===== src/rtl/pio_pixel_injector_if.sv =====
// Pixel injector bus bundle.
//
// Groups the HPS-facing PIO words and the pixel stream to the hog core.
//   ctrl_pio   [0] req toggle, [1] soft clear (level), [2] enable, [4:3] nbytes-1
//   data_pio   packed pixels, byte0 = [7:0] emitted first
//   status_pio [0] ack toggle, [1] fifo_empty, [2] fifo_full, [3] busy,
//              [11:4] fifo count, [15:12] 0, [31:16] pixels emitted
//   pix_out / pix_valid / pix_ready : 8-bit pixel stream
//
// Handshake: a pixel transfers on every rising clk edge where pix_valid and
// pix_ready are both 1. Once pix_valid is raised, pix_valid and pix_out stay
// unchanged until that transfer happens. The only exceptions are a soft clear
// and reset, which withdraw the pixel. pix_ready may change on any cycle.
//
// Modports:
//   master : HPS / hog-core side (drives ctrl, data and ready)
//   slave  : injector side (drives status and the pixel stream)
interface pio_pixel_injector_if;
    logic [31:0] ctrl_pio;
    logic [31:0] data_pio;
    logic [31:0] status_pio;
    logic [7:0]  pix_out;
    logic        pix_valid;
    logic        pix_ready;

    modport master (
        output ctrl_pio,
        output data_pio,
        output pix_ready,
        input  status_pio,
        input  pix_out,
        input  pix_valid
    );

    modport slave (
        input  ctrl_pio,
        input  data_pio,
        input  pix_ready,
        output status_pio,
        output pix_out,
        output pix_valid
    );
endinterface


===== src/rtl/pio_pixel_injector.sv =====
// Pixel injector: turns HPS PIO writes into a valid/ready 8-bit pixel stream.
//
// The HPS writes a packed word to data_pio and then toggles ctrl_pio[0]. Each
// new toggle pushes {data, nbytes-1} into a FIFO and is acknowledged on
// status_pio[0]. A two-state FSM pops words and serialises them LSB byte
// first onto pix_out. Progress is reported on status_pio.
//
// Ports:
//   clk  system clock
//   rst  asynchronous, active-high reset
//   bus  pio_pixel_injector_if.slave (ctrl/data/status PIOs and the pixel stream)
//
// Parameters:
//   FIFO_DEPTH  number of buffered words (2..255)
//   CNT_W       width of the emitted-pixel counter (<= 16)
module pio_pixel_injector #(
    parameter int FIFO_DEPTH = 8,
    parameter int CNT_W      = 16
) (
    input  logic                  clk,
    input  logic                  rst,
    pio_pixel_injector_if.slave   bus
);

    localparam int AW = (FIFO_DEPTH > 1) ? $clog2(FIFO_DEPTH) : 1;
    localparam int CW = $clog2(FIFO_DEPTH + 1);

    typedef enum logic {
        S_IDLE  = 1'b0,
        S_SHIFT = 1'b1
    } state_t;

    // Control word fields.
    logic       req;
    logic       sclr;
    logic       enable;
    logic [1:0] nbm1;

    assign req    = bus.ctrl_pio[0];
    assign sclr   = bus.ctrl_pio[1];
    assign enable = bus.ctrl_pio[2];
    assign nbm1   = bus.ctrl_pio[4:3];

    logic unused_ctrl;
    assign unused_ctrl = ^bus.ctrl_pio[31:5];

    // Request / acknowledge.
    logic req_prev_q;
    logic ack_q;

    // FIFO of {data, nbytes-1}.
    logic [33:0]   mem [FIFO_DEPTH];
    logic [AW-1:0] wr_ptr_q;
    logic [AW-1:0] rd_ptr_q;
    logic [CW-1:0] count_q;
    logic          fifo_empty;
    logic          fifo_full;
    logic [33:0]   rd_word;
    logic          push;
    logic          pop;

    // Serialiser.
    state_t      state_q;
    state_t      state_d;
    logic [31:0] shift_q;
    logic [31:0] shift_d;
    logic [1:0]  rem_q;
    logic [1:0]  rem_d;
    logic        busy;
    logic        xfer;
    logic [CNT_W-1:0] pix_cnt_q;

    // Full/empty come from the registered count, so a word pushed this cycle
    // is only visible to the FSM on the next one.
    assign fifo_empty = (count_q == '0);
    assign fifo_full  = (count_q == CW'(FIFO_DEPTH));
    assign rd_word    = mem[rd_ptr_q];

    // A pending toggle is retried every cycle while the FIFO is full; while a
    // soft clear is held, toggles are absorbed without storing anything.
    assign push = (req != req_prev_q) && !fifo_full && !sclr;

    assign busy = (state_q == S_SHIFT);
    assign xfer = busy && bus.pix_ready;

    function automatic logic [AW-1:0] ptr_inc(input logic [AW-1:0] p);
        return (p == AW'(FIFO_DEPTH - 1)) ? '0 : p + AW'(1);
    endfunction

    // Next-state and serialiser datapath.
    always_comb begin
        state_d = state_q;
        shift_d = shift_q;
        rem_d   = rem_q;
        pop     = 1'b0;
        case (state_q)
            S_IDLE: begin
                if (!fifo_empty && enable) begin
                    pop     = 1'b1;
                    shift_d = rd_word[33:2];
                    rem_d   = rd_word[1:0];
                    state_d = S_SHIFT;
                end
            end
            S_SHIFT: begin
                if (bus.pix_ready) begin
                    if (rem_q != 2'd0) begin
                        shift_d = {8'd0, shift_q[31:8]};
                        rem_d   = rem_q - 2'd1;
                    end else if (!fifo_empty && enable) begin
                        // Chain straight into the next word: no idle cycle.
                        pop     = 1'b1;
                        shift_d = rd_word[33:2];
                        rem_d   = rd_word[1:0];
                    end else begin
                        state_d = S_IDLE;
                    end
                end
            end
            default: state_d = S_IDLE;
        endcase
    end

    always_ff @(posedge clk or posedge rst) begin
        if (rst) begin
            state_q <= S_IDLE;
            shift_q <= '0;
            rem_q   <= '0;
        end else if (sclr) begin
            state_q <= S_IDLE;
            shift_q <= '0;
            rem_q   <= '0;
        end else begin
            state_q <= state_d;
            shift_q <= shift_d;
            rem_q   <= rem_d;
        end
    end

    // Request tracking. Under soft clear the ack still follows the request so
    // an HPS waiting on ack==req is never left hanging.
    always_ff @(posedge clk or posedge rst) begin
        if (rst) begin
            req_prev_q <= 1'b0;
            ack_q      <= 1'b0;
        end else if (sclr || push) begin
            req_prev_q <= req;
            ack_q      <= req;
        end
    end

    // FIFO storage has no reset; validity is carried by the pointers/count.
    always_ff @(posedge clk) begin
        if (push) begin
            mem[wr_ptr_q] <= {bus.data_pio, nbm1};
        end
    end

    always_ff @(posedge clk or posedge rst) begin
        if (rst) begin
            wr_ptr_q <= '0;
            rd_ptr_q <= '0;
            count_q  <= '0;
        end else if (sclr) begin
            wr_ptr_q <= '0;
            rd_ptr_q <= '0;
            count_q  <= '0;
        end else begin
            if (push) begin
                wr_ptr_q <= ptr_inc(wr_ptr_q);
            end
            if (pop) begin
                rd_ptr_q <= ptr_inc(rd_ptr_q);
            end
            case ({push, pop})
                2'b10:   count_q <= count_q + CW'(1);
                2'b01:   count_q <= count_q - CW'(1);
                default: count_q <= count_q;
            endcase
        end
    end

    // Emitted-pixel counter, wraps naturally at 2^CNT_W.
    always_ff @(posedge clk or posedge rst) begin
        if (rst) begin
            pix_cnt_q <= '0;
        end else if (sclr) begin
            pix_cnt_q <= '0;
        end else if (xfer) begin
            pix_cnt_q <= pix_cnt_q + CNT_W'(1);
        end
    end

    assign bus.pix_valid  = busy;
    assign bus.pix_out    = busy ? shift_q[7:0] : 8'd0;
    assign bus.status_pio = {16'(pix_cnt_q), 4'd0, 8'(count_q),
                             busy, fifo_full, fifo_empty, ack_q};

endmodule

===== src/flat_wrapper.sv =====
// flat-port wrapper written by rule: the top's interface ports become plain ports
module pio_pixel_injector_flat 
#(
    parameter int FIFO_DEPTH = 8,
    parameter int CNT_W      = 16
)
  (clk, rst, bus_ctrl_pio, bus_data_pio, bus_pix_ready, bus_status_pio, bus_pix_out, bus_pix_valid);
  pio_pixel_injector_if bus_i ();
  input  logic clk;
  input  logic rst;
  input wire logic [$bits(bus_i.ctrl_pio)-1:0] bus_ctrl_pio;
  input wire logic [$bits(bus_i.data_pio)-1:0] bus_data_pio;
  input wire logic [$bits(bus_i.pix_ready)-1:0] bus_pix_ready;
  output wire logic [$bits(bus_i.status_pio)-1:0] bus_status_pio;
  output wire logic [$bits(bus_i.pix_out)-1:0] bus_pix_out;
  output wire logic [$bits(bus_i.pix_valid)-1:0] bus_pix_valid;
  assign bus_i.ctrl_pio = bus_ctrl_pio;
  assign bus_i.data_pio = bus_data_pio;
  assign bus_i.pix_ready = bus_pix_ready;
  assign bus_status_pio = bus_i.status_pio;
  assign bus_pix_out = bus_i.pix_out;
  assign bus_pix_valid = bus_i.pix_valid;
  pio_pixel_injector #(.FIFO_DEPTH(FIFO_DEPTH), .CNT_W(CNT_W)) u_core (.clk(clk), .rst(rst), .bus(bus_i));
endmodule

===== config.mk =====
export PLATFORM = sky130hd
export DESIGN_NAME = pio_pixel_injector_flat
export DESIGN_NICKNAME = d
export VERILOG_FILES = /design/src/rtl/pio_pixel_injector_if.sv /design/src/rtl/pio_pixel_injector.sv /design/src/flat_wrapper.sv
export SDC_FILE = /design/constraint.sdc
export NUM_CORES = 1
export LEC_CHECK = 0
export ABC_AREA = 1
export BUFFER_PORTS_ARGS = -buffer_cell sky130_fd_sc_hd__buf_2
export CAP_MARGIN = 10
export CORE_UTILIZATION = 56
export CTS_CLUSTER_SIZE = 16
export DETAILED_ROUTE_END_ITERATION = 16
export GPL_ROUTABILITY_DRIVEN = 0
export PLACE_DENSITY = 0.74
export SLEW_MARGIN = 10
export SYNTH_ARGS = -nofsm -noshare
export SYNTH_HDL_FRONTEND = slang
export SYNTH_SLANG_ARGS = --single-unit

===== constraint.sdc =====
create_clock -name clk -period 5.65 [get_ports clk]
set_input_delay 0.565 -clock clk [delete_from_list [all_inputs] [get_ports clk]]
set_output_delay 0.565 -clock clk [all_outputs]
set_load 0.1 [all_outputs]

Yosys cells after proc, flatten, opt, wreduce, memory -nomap -nowiden
Memory sizes are Yosys's and may differ from the RTL's.
Cells that the tools add are included.

operators by class
  eq/ne operators = 7
  bitwise operators = 1
  reductions and logical operators = 14
  add/subtract/negate cells = 6
  mux-type cells = 31

operators by type and width
  operator                                           count
  two-way mux 32 bit                                 4
  case mux 32 bit (2 select lines)                   1
  two-way mux 16 bit                                 2
  two-way mux 3 bit                                  6
  adder 16 x 1 -> 16 bit (second input constant)     1
  two-way mux 1 bit                                  8
  two-way mux 2 bit                                  4
  two-way mux 8 bit                                  1
  case mux 4 bit (2 select lines)                    1
  nonzero test 2 bit                                 4
  adder 3 x 1 -> 3 bit (second input constant)       2
  == test 3 bit (second input constant)              2
  adder 4 x 1 -> 4 bit (second input constant)       1
  == test 4 bit (second input constant)              1
  logical AND 1 bit                                  4
  logical NOT 4 bit                                  1
  two-way mux 4 bit                                  1
  case mux 1 bit (2 select lines)                    2
  case mux 2 bit (2 select lines)                    1
  subtractor 4 x 1 -> 4 bit (second input constant)  1
  logical NOT 1 bit                                  3
  != test 3 bit (second input constant)              1
  nonzero test 3 bit                                 1
  == test 2 x 1 -> 1 bit (second input constant)     1
  other kinds (5)                                    5

storage, ports and cells
  output and inout port bits = 41
  input port bits = 67
  memories kept = 1
  RAM bits = 272
  flip-flop bits (word level) = 62
  word-level logic and storage cells = 68

memory list
  memory      words  width  rd ports  clocked after Yosys merged registers in  write ports  RTL line                  source
  u_core.mem  8      34     1         0                                        1            pio_pixel_injector.sv:52  logic [33:0] mem [FIFO_DEPTH];

Logic depth before layout (Yosys ltp)
Gate-level depths: netlist of run 1.

  word-level depth = 10
  mapped depth = 14
  depth with buffers taken out = 14

Least setup slack after synthesis of run 1
No wires, ideal clock.

  kind = register -> register
  from = register u_core.count_q[0]
  to = memory u_core.mem[0][0], enable pin
  stages on the path, launching flop included = 7
  period minus slack after synthesis = 3.502 ns
  arrival time = 3.077 ns
  library setup time = 0.425 ns
  buffers on the path = 0
  setup slack = 2.148 ns
  data required time = 5.225 ns
  path through = dfrtp_1 -> nor2_1 -> nand2_1 -> nand3_1 -> inv_1 -> nand2_1 -> nor2_1

between the ends
  longest elaborated chain between the ends = 6

RTL lines
  item                                     RTL line                   source
  start, declared                          pio_pixel_injector.sv:55   logic [CW-1:0] count_q;
  start signal, assigned                   pio_pixel_injector.sv:176  2'b10: count_q <= count_q + CW'(1);
  start signal, assigned                   pio_pixel_injector.sv:177  2'b01: count_q <= count_q - CW'(1);
  start signal, assigned                   pio_pixel_injector.sv:178  default: count_q <= count_q;
  == test 4 bit                            pio_pixel_injector.sv:76   assign fifo_full = (count_q == CW'(FIFO_DEPTH));
  logical NOT 1 bit                        pio_pixel_injector.sv:81   assign push = (req != req_prev_q) && !fifo_full && !sclr;
  logical AND 1 bit (2 in a row)           pio_pixel_injector.sv:81
  two-way mux 1 bit                        pio_pixel_injector.sv:154  if (push) begin
  two-way mux 1 bit (implied by the code)  pio_pixel_injector.sv:155  mem[wr_ptr_q] <= {bus.data_pio, nbm1};
  end, declared                            pio_pixel_injector.sv:52

Every way passes these cells.

Worst setup path in the final report of run 1
  from = register u_core.rd_ptr_q[0]
  to = register u_core.rem_q[1]

between the ends
  longest elaborated chain between the ends = 6

RTL lines
  item                               RTL line                                             source
  start, declared                    pio_pixel_injector.sv:54                             logic [AW-1:0] rd_ptr_q;
  start signal, assigned             pio_pixel_injector.sv:173                            rd_ptr_q <= ptr_inc(rd_ptr_q);
  memory (8 x 34 bit) *              --
  two-way mux 2 bit *                pio_pixel_injector.sv:98, pio_pixel_injector.sv:110
  two-way mux 2 bit                  pio_pixel_injector.sv:107                            if (rem_q != 2'd0) begin
  two-way mux 2 bit                  pio_pixel_injector.sv:106                            if (bus.pix_ready) begin
  case mux 2 bit (2 select lines) *  pio_pixel_injector.sv:96                             case (state_q)
  two-way mux 2 bit *                pio_pixel_injector.sv:129                            end else if (sclr) begin
  end signal, assigned               pio_pixel_injector.sv:136                            rem_q <= rem_d;
  end, declared                      pio_pixel_injector.sv:67                             logic [1:0] rem_q;

Every way passes the cells marked *; elsewhere a longest branch is shown, timed or not. The select of a mux whose other input is x is not followed.
A chain may end at the register's enable or synchronous reset.

==> run metrics, run 1 <==
die width=161 µm; Cell Area, Placed=0.0148 mm²; Sw Ratio=0.328; GR Overflow Total=0; Min Clock Period, post-route=3.03 ns; DRC violations left=0; PD cells=431 mW/mm²; I/O Pins=108; startpoint type of the worst setup path=register; Hold Slack=0.286 ns; Pint=4.59 mW; vias=9477; worst skew pair latency=0.51 ns; Synth Instances=1222; critical path type=reg -> reg; Max Cap Viol=0; Seq/Total Area, Yosys=0.686; Max IR drop VDD=0.395 mV; count of state elements after synthesis=334; total wire length=31400 µm; pin count of the biggest net entering global routing=69; Max Buffers Root-to-Sink=3; Die Height=161 µm; CP Data Required Time=6.04 ns; R2R Path Start=u_core.rd_ptr_q[0]; switching power=2.24 mW; fin crit share=0.535; Max-slew headroom=0.306; Worst EP arrival=3.42 ns; CP Max Fanout=68; final hold vios=0; Root Buffer=clkbuf_16; fin area=0.0159 mm²; Core Area=0.0246 mm²; Clock Power Share=0.323; leakage=6.14 nW; worst setup path startpoint=u_core.rd_ptr_q[0]; FMAX=331 MHz; worst slew pin tran=1.04 ns; RSZ-0062 raised after global routing=no; row cnt=57; wire per inst=19.3 µm; post-route ant nets=0; Synthesis Warnings=0; postcts setup bufs=0; CP endpoint kind=register; final setup vio count=0; first-pass GRT wire length=49900 µm; cts repair resizes=0; total CTS buffers=35; Final Slew Violations=0; status=complete, no violations; Post-Syn Area=0.0142 mm²; Reg2Reg Depth=8; Hold WC Path Type=in -> async; # port buffers=72; Synth cell types=42; initial core utilization=0.576; Layout area overhead=11.9%; number of flops mapped to enable cells by yosys=272; GRT Util Overall=0.250; H-tree levels=2; DRT iter0 DRCs=930; Vias/cell=5.83; layout cells sized above 1=0.170; Setup Skew=0.0115 ns; TritonCTS clock tree=done; clock-pin slew on the worst setup and hold paths=0.06 ns; CTS hold repair buffers=0; share of total power in sequential cells=0.439; vias in the first global route=9401; clk sinks=334; Logic pwr share=0.238; setup ws final=2.62 ns; Final #Nets=1350; initial antenna violation count=0; First-pass DRT Iterations=6; area of the die=0.0260 mm²; Total Neg Setup Slack=0 ns; Top FF cell, synth=edfxtp_1; DP Worst Slack=2.48 ns; hpwl dp=16800 µm; Synth async-reset ratio=0.186; Synth Area per Inst=11.6 µm²
cell type report:
class                           count  area (µm²)
Antenna cell                        1        2.50
Sequential cell                   334        9720
Fill cell                        1924        8740
Inverter                           63         239
Multi-Input combinational cell    751        3880
Tap cell                          324         405
Timing Repair Buffer               91         503
Clock inverter                     15         143
Clock buffer                       47         962
worst max-delay path, stage by stage (launching register included):
cell and delay, ns:
dfrtp_4 0.66, clkinv_2 0.84, buf_4 0.54, o21ai_0 0.26
o221ai_1 0.16, nand3_1 0.21, nand2_1 0.07, nand2_1 0.06
nand2_1 0.07
synthesized netlist by cell type (5+ instances only):
cell type | count | area, µm²
edfxtp_1 | 272 | 8170
nand2_1 | 208 | 781
nand3_1 | 117 | 586
nor2_1 | 109 | 409
o211ai_1 | 97 | 728
o21ai_0 | 67 | 335
dfrtp_1 | 62 | 1550
inv_1 | 54 | 203
or2_2 | 48 | 300
a21oi_1 | 46 | 230
clkbuf_1 | 30 | 113
buf_2 | 25 | 125
buf_4 | 20 | 150
ha_1 | 7 | 87.6
nor3_1 | 6 | 30.0
inv_2 | 5 | 18.8
o21ai_1 | 5 | 25.0
kinds of logic (layout without fill, tap and decap cells):
group / after synthesis / count (layout) / synth area share
adders and majority gates: 7 / 7 / 0.00618
DFF: 334 / 334 / 0.686
xor gates and xnor gates: 2 / 2 / 0.00124
buffers and inverters: 144 / 216 / 0.0468
AOI/OAI and AO/OA: 227 / 227 / 0.0999
other: 1 / 9 / 0.000265
and+or+nand+nor: 507 / 507 / 0.160
through the flow:
| step | utilization | total power [mW] | instances |
|---|---|---|---|
| finish | 0.645 | 6.83 | 1626 |
| global route | 0.645 | 7.17 | 1625 |
| detailed placement | 0.600 | 4.66 | 1563 |
| CTS | 0.645 | 6.87 | 1625 |
| floorplan | - | 4.29 | 1229 |
| global placement | 0.600 | 4.61 | 1563 |
state kept, by name, summed over array words and instances (netlist names):
signal and cells:
u_core.count_q 4, u_core.rem_q 2, u_core.req_prev_q 1, u_core.bus.pix_valid 1, u_core.shift_q 32, u_core.pix_cnt_q 16, u_core.wr_ptr_q 3, u_core.rd_ptr_q 3
u_core.mem 272
metal layers:
| metal | wire length, µm | part of all wire | vias to the layer above | global-route usage |
|---|---|---|---|---|
| li1 | - | - | 4438 | - |
| met1 | 12900 | 0.41 | 4601 | 0.326 |
| met2 | 15900 | 0.50 | 381 | 0.434 |
| met3 | 1970 | 0.063 | 57 | 0.0362 |
| met4 | 686 | 0.022 | 0 | 0.0776 |
| met5 | 0 | 0 | - | 0 |
cells in the final DEF, fill, tap and decap left out, types with 7 or more instances in the layout:
cell       synthesis  routed
ha_1               7       7
buf_2             25      72
clkinv_2           1       8
or2_2             48      48
nand3_1          117     117
nor2_4             2      10
o21ai_0           67      67
nor2_1           109     100
o211ai_1          97      97
buf_4             20      19
clkbuf_1          30       9
inv_1             54      52
a21oi_1           46      46
edfxtp_1         272     272
conb_1             1       8
dfrtp_1           62      60
clkbuf_16          0      36
nand2_1          208     208
power by group through the flow:
| stage | clock network [mW] | logic, mW | registers, mW |
|---|---|---|---|
| 2_1_floorplan | 0 | 1.22 | 3.07 |
| 3_3_place_gp | 0 | 1.57 | 3.04 |
| 3_5_place_dp | 0 | 1.62 | 3.04 |
| 4_1_cts | 2.24 | 1.63 | 3.00 |
| 5_1_grt | 2.34 | 1.81 | 3.02 |
| 6_report | 2.21 | 1.63 | 3.00 |
path summary, 6_finish.rpt:
kind | slack (ns) | end
max in group asynchronous | 4.73 | u_core.rd_ptr_q[0]
min | 0.29 | u_core.shift_q[5]
min reg2reg | 0.51 | u_core.shift_q[7]
max reg2reg | 2.62 | u_core.rem_q[1]
min in group clk | 0.30 | u_core.req_prev_q
max | 2.62 | u_core.rem_q[1]
No activity file was read; power rests on OpenSTA's default activity.
==> inputs of run 2 (changes only) <==
--- a/config.mk
+++ b/config.mk
@@ -5,14 +5,14 @@
 export SDC_FILE = /design/constraint.sdc
 export NUM_CORES = 1
 export LEC_CHECK = 0
-export ABC_AREA = 1
+export ABC_AREA = 0
 export BUFFER_PORTS_ARGS = -buffer_cell sky130_fd_sc_hd__buf_2
 export CAP_MARGIN = 10
-export CORE_UTILIZATION = 56
+export CORE_UTILIZATION = 54
 export CTS_CLUSTER_SIZE = 16
 export DETAILED_ROUTE_END_ITERATION = 16
 export GPL_ROUTABILITY_DRIVEN = 0
-export PLACE_DENSITY = 0.74
+export PLACE_DENSITY = 0.75
 export SLEW_MARGIN = 10
 export SYNTH_ARGS = -nofsm -noshare
 export SYNTH_HDL_FRONTEND = slang
==> constraint.sdc (replaced) <==
create_clock -name clk -period 2.4 [get_ports clk]
set_input_delay 0.24 -clock clk [delete_from_list [all_inputs] [get_ports clk]]
set_output_delay 0.24 -clock clk [all_outputs]
set_load 0.1 [all_outputs]
==> run 2 against run 1 <==
  * Combinational power grew to 2.6 times the previous value
  * Sequential power up 140%
  * Wire length fell by 14%
  * Synthesized cell count is 36% lower
  * Critical path depth rose by 2
  * Sequential share of layout area fell by 1.1 points
  * Setup slack worse by 2.6 ns
  * Utilization rose by 1.2 points
  * Area after synthesis shrank 3.2%
==> run metrics, run 2 <==
FILL cells=1648; status=complete, no violations; post-synth top area cell=edfxtp_1; synth top area cells=edfxtp_1, dfrtp_1, mux4_2, mux2_2, nor2_1; Post-Syn Area=0.0137 mm²; worst slew pin tran=0.807 ns; final hold vios=0; initial core utilization=0.558; Max Buffers Root-to-Sink=3; most frequent CP cell=nor2_4; Top reg by flops=u_core.mem; Synth cell types=51; Max-slew headroom=0.462; FF-to-FF End=u_core.count_q[3]; first-pass GRT wire length=42500 µm; worst skew pair latency=0.52 ns; top cell type's share of synthesized area=0.595; Max IR drop VDD=0.618 mV; Synth Instances=787; Final #Nets=992; Hold Slack=0.00430 ns; number of flops mapped to enable cells by yosys=272; GR Overflow Total=0; H-tree levels=2; startpoint type of the worst setup path=register; DRC violations left=0; final setup vio count=0; vias in the first global route=7632; Setup Skew=0.0216 ns; Max Cap Viol=0; post-synthesis mux area share=0.141; Synth top cells by count=edfxtp_1, mux4_2, dfrtp_1, nor2_1, a21oi_1; Cell Area, Placed=0.0148 mm²; TritonCTS clock tree=done; count of state elements after synthesis=334; CP Data Required Time=2.78 ns; # port buffers=72; FF/Latch Area=0.00973 mm²; Top FF cell, synth=edfxtp_1; Hold WC Path Type=in -> reg; slowest stage delay, CP=0.59 ns; leading registers by flop count=u_core.mem x272, u_core.shift_q x32, u_core.pix_cnt_q x16; GRT Util Overall=0.216; post-route ant nets=0; largest family of logic cells by synthesized area=multiplexers; Min Clock Period, post-route=2.35 ns; Seq/Total Area, Yosys=0.709; Reg2Reg Depth=10; vias=7404; RSZ-0062 raised after global routing=yes; Synth Area per Inst=17.4 µm²; row cnt=57; clk sinks=334; First-pass DRT Iterations=5; Worst EP arrival=2.73 ns; crit path capture=u_core.count_q[3]; Compound-Gate Fraction of Synth Area=0.0593; count leader, synth=edfxtp_1; initial antenna violation count=0; Synthesis Warnings=0; area of the multi-input gates=0.00384 mm²; area of the die=0.0260 mm²; fin area=0.0162 mm²; Core Area=0.0246 mm²; Cells after DPL=1177; Synth async-reset ratio=0.186; final core occ=0.657; CP max-delay cell=or4b_4; Vias/cell=5.84; wire per inst=21.4 µm; critical path type=reg -> reg; clock-pin slew on the worst setup and hold paths=0.06 ns; hold path startpoint=bus_data_pio[24]; r2r setup slk=0.05 ns; hpwl dp=15800 µm; pin count of the biggest net entering global routing=63; DP Worst Slack=0.0159 ns; layout cells sized above 1=0.317; FMAX=426 MHz; worst path cell trace=or4b_4 > nand2_8 > nor2_4 > nor2_4 > ha_4 > a31o_4 > and3_4 > mux2i_1 > xor2_1 > nor2_1; Non-Filler Instances=1268; R2R Path Start=u_core.count_q[2]; Final Slew Violations=0; max reg flops=272; commonest non-fill, non-tap cells in the layout=edfxtp_1, buf_2, mux4_2; Synth Area in Adders=0.00638; total wire length=27100 µm; CP Max Fanout=3; PD cells=1010 mW/mm²; commonest non-fill, non-tap cell in the layout=edfxtp_1; setup ws final=0.0503 ns; die width=161 µm; CP endpoint kind=register; Post-Synth Simple-Gate Area=0.0455; worst setup path startpoint=u_core.count_q[2]; DRT iter0 DRCs=602; leakage=5.62 nW; I/O Pins=108; total CTS buffers=35; XOR/XNOR share of the synthesized area=0.0147; Die Height=161 µm; fin crit share=0.979; Root Buffer=clkbuf_16; Layout area overhead=17.8%
## run 2: changes by cell type after synthesis, moves of 48 or more
cell | before | now
inv_1 | 54 | 4
mux4_2 | 0 | 68
nand2_1 | 208 | 25
nand3_1 | 117 | 7
nor2_1 | 109 | 52
o211ai_1 | 97 | 24
or2_2 | 48 | 0
## run 2: routing by layer
layer / GRT usage / share of wire / vias up
met4: 0.0622 / 0.019 / 0
met3: 0.0311 / 0.051 / 38
met1: 0.297 / 0.42 / 3791
met2: 0.361 / 0.51 / 240
li1: - / - / 3335
met5: 0 / 0 / -
## run 2: worst min-delay path by stage
stage                               endpoint  cells past startpoint  slack [ns]
after floorplan             u_core.mem[0][0]                      0        0.34
after global placement    u_core.shift_q[27]                      2        0.47
after global routing       u_core.mem[6][24]                      1       0.006
after detailed placement  u_core.shift_q[24]                      2        0.48
final                      u_core.mem[4][26]                      1       0.004
after CTS                  u_core.mem[3][24]                      1      0.0009
## run 2: cells by family after synthesis
family                     count (synthesis)
DFF                                      334
AOI/OAI and AO/OA                        132
and+or+nand+nor                          127
muxes                                    105
buffers and inverters                     61
xor gates and xnor gates                  20
adders and majority gates                  7
other                                      1
## run 2: report_power, final
part | leakage (nW) | internal, mW | switching, mW | total (mW)
Sequential | 3.29 | 6.79 | 0.300 | 7.09
Combinational | 1.80 | 1.68 | 2.49 | 4.17
Clock | 0.539 | 2.97 | 2.13 | 5.10
## run 2: area by class of cell
class | instances | area share
timing repair buffer | 144 | 0.0676
antenna | 1 | 0.000155
clock inverter | 19 | 0.00952
sequential | 334 | 0.602
clock buffer | 43 | 0.0573
multi-input combinational | 399 | 0.237
tap | 324 | 0.0251
inverter | 4 | 0.000929
## run 2: stage by stage
step	setup TNS [ns]	power, mW
after floorplan	-44.96	10.3
after global placement	0	11.2
after detailed placement	0	11.3
after CTS	0	16.4
after global routing	-0.0220	17.0
final	0	16.4
## run 2: what timing repair did
action                                 CTS  global route
resized for setup                        0             6
pin swaps                                1             8
setup endpoints to repair                1             2
hold buffers                            26             0
buffers inserted                         0             2
endpoints found under the hold margin  207             0
cloned                                   0             0
## run 2: worst max-delay path: cells and delay by family, from the launching register on
family,cells,cell delay (ns)
and+or+nand+nor,6,1.08
DFF,1,0.40
adders and majority gates,1,0.22
AOI/OAI and AO/OA,1,0.21
muxes,1,0.16
xor gates and xnor gates,1,0.16
